==> src/rtl/fpu_mul_arb_pkg.sv <==
// Shared types and constants for the two-requester double-precision multiplier arbiter.
package fpu_mul_arb_pkg;

  typedef enum logic [1:0] {
    ST_IDLE  = 2'd0,
    ST_ISSUE = 2'd1,
    ST_WAIT  = 2'd2,
    ST_RESP  = 2'd3
  } state_e;

  localparam logic [63:0] CANON_NAN = 64'h7FF8_0000_0000_0000;

  // Every registered bit of the arbiter except the timeout counter, whose width is a parameter.
  typedef struct packed {
    state_e      state;
    logic        prio;
    logic        owner;
    logic [63:0] mul_a;
    logic [63:0] mul_b;
    logic [63:0] res;
    logic        illegal;
    logic        overflow;
    logic [1:0]  gnt;
    logic [1:0]  valid;
    logic        timeout;
    logic        mul_ena;
  } arb_reg_t;

  localparam arb_reg_t ARB_RST = '{
    state:    ST_IDLE,
    prio:     1'b0,
    owner:    1'b0,
    mul_a:    '0,
    mul_b:    '0,
    res:      '0,
    illegal:  1'b0,
    overflow: 1'b0,
    gnt:      '0,
    valid:    '0,
    timeout:  1'b0,
    mul_ena:  1'b0
  };

endpackage

==> src/rtl/fpu_mul_arb.sv <==
// Round-robin arbiter sharing one external double-precision multiplier between two requesters,
// with a watchdog that aborts a hung multiply and returns the canonical NaN.
module fpu_mul_arb #(
  parameter int TIMEOUT = 63
) (
  input  logic        i_clk,
  input  logic        i_nrst,
  input  logic [1:0]  i_req,
  input  logic [63:0] i_a0,
  input  logic [63:0] i_b0,
  input  logic [63:0] i_a1,
  input  logic [63:0] i_b1,
  output logic [1:0]  o_gnt,
  output logic [1:0]  o_valid,
  output logic [63:0] o_res,
  output logic        o_illegal_op,
  output logic        o_overflow,
  output logic        o_timeout,
  output logic        o_mul_ena,
  output logic [63:0] o_mul_a,
  output logic [63:0] o_mul_b,
  input  logic [63:0] i_mul_res,
  input  logic        i_mul_illegal_op,
  input  logic        i_mul_overflow,
  input  logic        i_mul_valid,
  input  logic        i_mul_busy
);
  import fpu_mul_arb_pkg::*;

  localparam int CNT_W = $clog2(TIMEOUT + 1);

  arb_reg_t         r_q;
  arb_reg_t         w_nxt;
  logic [CNT_W-1:0] r_cnt;
  logic [CNT_W-1:0] w_cnt_nxt;
  logic             w_win;

  always_comb begin
    // NOTE: every signal gets a default first so no path leaves it unassigned and infers a latch.
    w_nxt         = r_q;
    w_cnt_nxt     = r_cnt;
    w_win         = 1'b0;
    w_nxt.gnt     = '0;
    w_nxt.valid   = '0;
    w_nxt.timeout = 1'b0;
    w_nxt.mul_ena = 1'b0;

    case (r_q.state)
      ST_IDLE: begin
        if (|i_req && !i_mul_busy) begin
          // A lone request wins outright; a tie goes to the preferred requester.
          w_win       = (&i_req) ? r_q.prio : i_req[1];
          w_nxt.state = ST_ISSUE;
          w_nxt.owner = w_win;
          w_nxt.prio  = ~w_win;
          w_nxt.gnt   = w_win ? 2'b10 : 2'b01;
          w_nxt.mul_a = w_win ? i_a1 : i_a0;
          w_nxt.mul_b = w_win ? i_b1 : i_b0;
        end
      end
      ST_ISSUE: begin
        w_nxt.state   = ST_WAIT;
        w_nxt.mul_ena = 1'b1;
        w_cnt_nxt     = '0;
      end
      ST_WAIT: begin
        if (i_mul_valid) begin
          w_nxt.state    = ST_RESP;
          w_nxt.res      = i_mul_res;
          w_nxt.illegal  = i_mul_illegal_op;
          w_nxt.overflow = i_mul_overflow;
          w_nxt.valid    = r_q.owner ? 2'b10 : 2'b01;
        end else if (r_cnt >= CNT_W'(TIMEOUT)) begin
          w_nxt.state    = ST_RESP;
          w_nxt.res      = CANON_NAN;
          w_nxt.illegal  = 1'b1;
          w_nxt.overflow = 1'b0;
          w_nxt.timeout  = 1'b1;
          w_nxt.valid    = r_q.owner ? 2'b10 : 2'b01;
        end else begin
          w_cnt_nxt = r_cnt + CNT_W'(1);
        end
      end
      ST_RESP: begin
        w_nxt.state = ST_IDLE;
      end
      default: begin
        w_nxt     = ARB_RST;
        w_cnt_nxt = '0;
      end
    endcase
  end

  always_ff @(posedge i_clk or negedge i_nrst) begin
    if (!i_nrst) begin
      // NOTE: the operand and result registers are plain flops, not memories, so they reset with everything else.
      r_q   <= ARB_RST;
      r_cnt <= '0;
    end else begin
      // NOTE: non-blocking updates keep every flop sampling pre-edge values regardless of statement order.
      r_q   <= w_nxt;
      r_cnt <= w_cnt_nxt;
    end
  end

  assign o_gnt        = r_q.gnt;
  assign o_valid      = r_q.valid;
  assign o_res        = r_q.res;
  assign o_illegal_op = r_q.illegal;
  assign o_overflow   = r_q.overflow;
  assign o_timeout    = r_q.timeout;
  assign o_mul_ena    = r_q.mul_ena;
  assign o_mul_a      = r_q.mul_a;
  assign o_mul_b      = r_q.mul_b;

endmodule

==> config.mk <==
export PLATFORM = sky130hd
export DESIGN_NAME = fpu_mul_arb
export DESIGN_NICKNAME = d
export VERILOG_FILES = /design/src/rtl/fpu_mul_arb_pkg.sv /design/src/rtl/fpu_mul_arb.sv
export SDC_FILE = /design/constraint.sdc
export NUM_CORES = 1
export LEC_CHECK = 0
export ABC_AREA = 1
export CAP_MARGIN = 20
export CORE_AREA = 2 2 203 205
export CTS_BUF_LIST = sky130_fd_sc_hd__clkbuf_8
export CTS_CLUSTER_DIAMETER = 30
export DETAILED_ROUTE_END_ITERATION = 8
export DIE_AREA = 0 0 205 207
export GPL_ROUTABILITY_DRIVEN = 0
export PLACE_DENSITY = 0.58
export SETUP_SLACK_MARGIN = 0.1
export SLEW_MARGIN = 20
export SYNTH_ARGS = -nofsm -noshare
export SYNTH_HDL_FRONTEND = slang
export SYNTH_SLANG_ARGS = --single-unit
==> constraint.sdc <==
create_clock -name i_clk -period 2.45 [get_ports i_clk]
set_clock_uncertainty 0.2 [all_clocks]
set_input_delay 0.735 -clock i_clk [delete_from_list [all_inputs] [get_ports i_clk]]
set_output_delay 0.735 -clock i_clk [all_outputs]
set_load 0.1 [all_outputs]
==> out/qor.csv, run 1 <==
metric;value;unit
outcome;complete, no violations;
clock tree from TritonCTS;yes;
Port-buffer cells;527;
#FFs+latches synth;210;
chip height;207;um
row count;74;
Synth warnings;0;
clk slew on worst S/H paths;0.05;ns
Startpoint Class;flop;
fin. max-slew vios;0;
Vias;10800;
IO Count;528;
pin count of the biggest net entering global routing;61;
CP Capture Type;output port;
Post-Syn Nets;1873;
Final Core Density;43.2;%
CP max FO;2;
crit path max-delay cell type;dfrtp_1;
worst hold path type;reg2reg;
DRT iter0 DRCs;560;
commonest non-fill, non-tap cell in the layout;nand2_1;
layout cell share with drive strength beyond 1;18.3;%
Post-CTS Setup Repair Bufs;0;
Crit Path Class;reg2out;
largest delay contributor family on the critical path;flip-flops;
first-pass GRT wire length;60300;um
period utilisation layout;91.4;%
grt ovf;0;
Post-Synthesis Cell Area;11400;um^2
final setup fails;0;
WHS;0.221;ns
max_cap viols;0;
Avg Synthesized Cell Area;7.40;um^2
Peak Freq;446;MHz
clk sink count;210;
CTS buffer count;55;
vias per cell;4.37;
final-stage net count;2223;
Area growth syn-to-layout;53.1;%
Post-Route WL;39800;um
final hold vios;0;
crit-path max cell delay;0.48;ns
most frequent cells in the layout;774 x nand2_1, 324 x clkdlybuf4s50_1, 210 x dfrtp_1;
Detailed Place HPWL;29800;um
die width;205;um
Initial Utilization;28.2;%
Worst Path Arrival;1.31;ns
sequential fraction of the synthesis area;46.1;%
Max H-tree Level;2;
Yosys cell types;21;
clock buffer depth;3;
Pre-antenna DRT Iters;5;
initial antenna violation count;1;
Buf+Inv Stages, Crit Path;1;
routed len/inst;16.1;um
critical path cell sequence;buf_12;
Max-slew headroom;59.6;%
drc violations;0;
Cells after Synth;1540;
core area;40400;um^2
RSZ-0062 raised after global routing;no;
Die Area;42400;um^2
Final min period;2.24;ns
Root Buffer;clkbuf_8;
Worst Path Required;1.51;ns
worst slew pin tran;0.605;ns
Tot GR Track Use;18.2;%
vias in the first global route;10800;
latest clock arrival within the worst-skew pair;0.60;ns
Final ANT Viol Nets;0;
## cells by family (layout without fill, tap and decap cells)
logic type | Yosys count | in the layout | share of synthesized area (%)
compound gates | 20 | 20 | 0.978
xor+xnor | 1 | 1 | 0.0769
fa+ha+maj | 5 | 5 | 0.549
buf+inv | 315 | 710 | 17.5
flops | 210 | 210 | 46.1
other cells | 0 | 2 | 0
simple gates | 989 | 989 | 34.8
## cell type report
class	instances	area, um^2
antenna	2	5.00
clock buffer	60	826
clock inverter	42	478
fill	4101	22900
inverter	29	111
multi-input combinational	1015	4160
sequential	210	5260
tap	532	666
timing repair buffer	579	5930
## routing by layer
layer  track usage [%]  vias up  share of wire (%)
met2              31.3      401                 49
met5                 0        -                  0
met4              8.61        0                4.0
li1                  -     5293                  -
met3              4.88       86                7.9
met1              20.8     5004                 40
## cells in the mapped netlist
| library cell | count | area, um^2 |
|---|---|---|
| inv_1 | 28 | 105 |
| xor2_1 | 1 | 8.76 |
| nand3b_1 | 1 | 7.51 |
| clkbuf_1 | 29 | 109 |
| o21ai_0 | 3 | 15.0 |
| nand2_1 | 777 | 2920 |
| buf_4 | 196 | 1470 |
| buf_2 | 52 | 260 |
| dfrtp_1 | 210 | 5260 |
| inv_2 | 1 | 3.75 |
| o21bai_2 | 1 | 11.3 |
| nor2_4 | 1 | 11.3 |
| buf_6 | 1 | 11.3 |
| nand3_1 | 188 | 941 |
| ha_1 | 5 | 62.6 |
| o21bai_1 | 1 | 7.51 |
| or2_2 | 1 | 6.26 |
| nor2_1 | 21 | 78.8 |
| a21oi_1 | 14 | 70.1 |
| a21o_1 | 1 | 7.51 |
| buf_1 | 8 | 30.0 |
## repair_timing
| action | in CTS | in global routing |
|---|---|---|
| hold buffers | 1 | 0 |
| gates resized for setup | 0 | 0 |
| endpoints found under the hold margin | 50 | 0 |
## final timing paths
path / from / to / slack, ns / cells after the start
hold / removal: r_q[200] / o_valid[0] / 0.22 / 1
min in group asynchronous: i_nrst / o_mul_a[16] / 0.50 / 2
max in group asynchronous: i_nrst / o_res[38] / 0.94 / 3
hold reg to reg: r_q[200] / o_valid[0] / 0.22 / 1
setup / recovery: o_mul_b[42] / o_mul_b[42] / 0.21 / 1
setup reg to reg: r_q[202] / r_q[203] / 0.45 / 10
## state kept, by name, indices dropped and copies added, names as in the netlist
| name | flops |
|---|---|
| o_mul_a | 64 |
| o_gnt | 2 |
| o_mul_ena | 1 |
| o_timeout | 1 |
| o_overflow | 1 |
| r_cnt | 6 |
| o_res | 64 |
| r_q | 4 |
| o_mul_b | 64 |
| o_valid | 2 |
| o_illegal_op | 1 |
## per-stage QoR
step	setup TNS, ns	worst slack, ns	std cells	area, um^2
after global routing	0	0.144	2468	17400
final	0	0.210	2469	17400
after floorplan	0	0.608	1540	11400
after global placement	-0.0128	-0.0128	2364	16100
after detailed placement	-0.116	-0.0316	2364	16100
after CTS	0	0.127	2467	17400
Power of run 1 is left out: the tool's default activity adds up to more than one toggle a clock period on the data nets, which glitch-free logic cannot reach.
==> run 2: changes to the inputs <==
- CORE_AREA: 2 2 203 205 -> 2 2 207 209
- DIE_AREA: 0 0 205 207 -> 0 0 209 211
- PLACE_DENSITY: 0.58 -> 0.63
==> run 2 against run 1 <==
  * Sequential cell count is the same
  * Core utilization shrank 1.4 points
  * Worst hold slack improved by 0.047 ns
  * Critical path depth is the same
  * Clock-buffer cell count increased by 7
  * Sequential share of layout area hardly changed
  * Highest routed layer unchanged
==> out/qor.csv, run 2 (synthesis results as in run 1) <==
metric;value;unit;change
crit path max-delay cell type;dfrtp_1;;
critical path cell sequence;buf_4;;
Setup TNS;0;ns;unchanged
initial antenna violation count;0;;-1
worst slew pin tran;0.561;ns;-0.0449 ns
reg-to-reg endpoint;r_q[203];;
R2R depth;10;;unchanged
clk slew on worst S/H paths;0.05;ns;about the same
Final Core Density;41.7;%;-1.4 points
CP max FO;2;;unchanged
pin count of the biggest net entering global routing;93;;+52%
worst hold path type;reg2reg;;
Vias;10700;;-0.69%
chip height;211;um;+1.9%
Port-buffer cells;527;;unchanged
die width;209;um;+2.0%
Root Buffer;clkbuf_8;;
outcome;complete, no violations;;
final-stage net count;2222;;-0.045%
Peak Freq;445;MHz;-0.23%
clock tree from TritonCTS;yes;;
Final min period;2.25;ns;+0.00527 ns
core area;41800;um^2;+3.4%
fin. max-slew vios;0;;unchanged
drc violations;0;;unchanged
layout cell share with drive strength beyond 1;18.5;%;+0.25 points
vias per cell;4.33;;-0.93%
DP Cell Count;2369;;+0.21%
final hold vios;0;;unchanged
final setup fails;0;;unchanged
vias in the first global route;10800;;-0.26%
Buf+Inv Stages, Crit Path;1;;unchanged
latest clock arrival within the worst-skew pair;0.60;ns;about the same
Initial Utilization;27.3;%;-0.94 points
Detailed Place HPWL;29100;um;-2.4%
Worst Path Required;1.51;ns;about the same
CTS buffer count;56;;+1.8%
CP Launch Point;o_res[47];;
Startpoint Class;flop;;
Worst Path Arrival;1.31;ns;about the same
grt ovf;0;;unchanged
crit-path max cell delay;0.39;ns;-0.09 ns
routed len/inst;15.7;um;-2.8%
ANT cells;0;;-2
max_cap viols;0;;unchanged
commonest non-fill, non-tap cell in the layout;nand2_1;;
Post-CTS Setup Repair Bufs;0;;unchanged
Post-Route WL;38800;um;-2.6%
largest delay contributor family on the critical path;flip-flops;;
RSZ-0062 raised after global routing;no;;
row count;75;;+1.4%
design area;17400;um^2;about the same
first-pass GRT wire length;59700;um;-0.98%
Die Area;44100;um^2;+3.9%
IO Count;528;;unchanged
DRT iter0 DRCs;589;;+5.2%
Max-slew headroom;62.6;%;+3.0 points
Crit. path cell count;1;;unchanged
CP Capture Type;output port;;
Final ANT Viol Nets;0;;unchanged
Crit Path Class;reg2out;;
hold path cells;2;;+1
placed cell area;16100;um^2;-0.27%
Pre-antenna DRT Iters;5;;unchanged
most frequent cells in the layout;774 x nand2_1, 324 x clkdlybuf4s50_1, 210 x dfrtp_1;;
period utilisation layout;91.7;%;+0.22 points
clock buffer depth;3;;unchanged
Worst R2R Setup Slack;0.48;ns;+0.03 ns
Tot GR Track Use;17.3;%;-0.94 points
Area growth syn-to-layout;53.0;%;about the same
Max H-tree Level;2;;unchanged
worst setup path endpoint;o_res[47];;
Reg2Reg Launch Point;r_q[202];;
clk sink count;210;;unchanged
Non-Filler Instances;2475;;+0.24%
## run 2: changes by cell type in the layout (fill, tap and decap cells not counted), sizes merged
cell / change
clkinvlp: +6
clkbuf: +7
clkinv: -4
buf: -2
diode: -2
inv: -4
bufinv: -2
## run 2: layout make-up
type | instances | area, um^2
Fill cell | 4161 | 24300
Timing Repair Buffer | 577 | 5880
Sequential cell | 210 | 5260
Multi-Input combinational cell | 1015 | 4160
Clock buffer | 67 | 922
Tap cell | 539 | 674
Clock inverter | 38 | 425
Inverter | 29 | 111
## run 2: how the worst min path moves through the flow
stage | start | endpoint | slack (ns)
floorplan | r_q[200] | o_valid[0] | 0.20
global placement | o_mul_b[35] | o_mul_b[35] | 0.25
detailed placement | o_mul_a[15] | o_mul_a[15] | 0.26
CTS | i_mul_valid | o_timeout | 0.20
global route | i_mul_valid | o_timeout | 0.25
finish | o_mul_a[63] | o_mul_a[63] | 0.27
## run 2: timing repair
action | CTS | global route
endpoints found under the hold margin | 40 | 0
gates resized for setup | 0 | 0
hold buffers | 1 | 0
## run 2: metal layers
layer  wire (um)  share of wire (%)  track usage [%]
met1       15600                 40             20.0
met2       19200                 49             29.9
met3        2890                7.4             5.01
met4        1090                2.8             6.90
met5           0                  0                0
## run 2: per-stage QoR
| stage | setup slack, ns | hold slack [ns] |
|---|---|---|
| floorplan | 0.608 | 0.202 |
| global placement | -0.0541 | 0.255 |
| detailed placement | -0.0615 | 0.259 |
| CTS | 0.144 | 0.200 |
| global route | 0.132 | 0.247 |
| finish | 0.205 | 0.268 |
Power of run 2 is left out for the same reason.
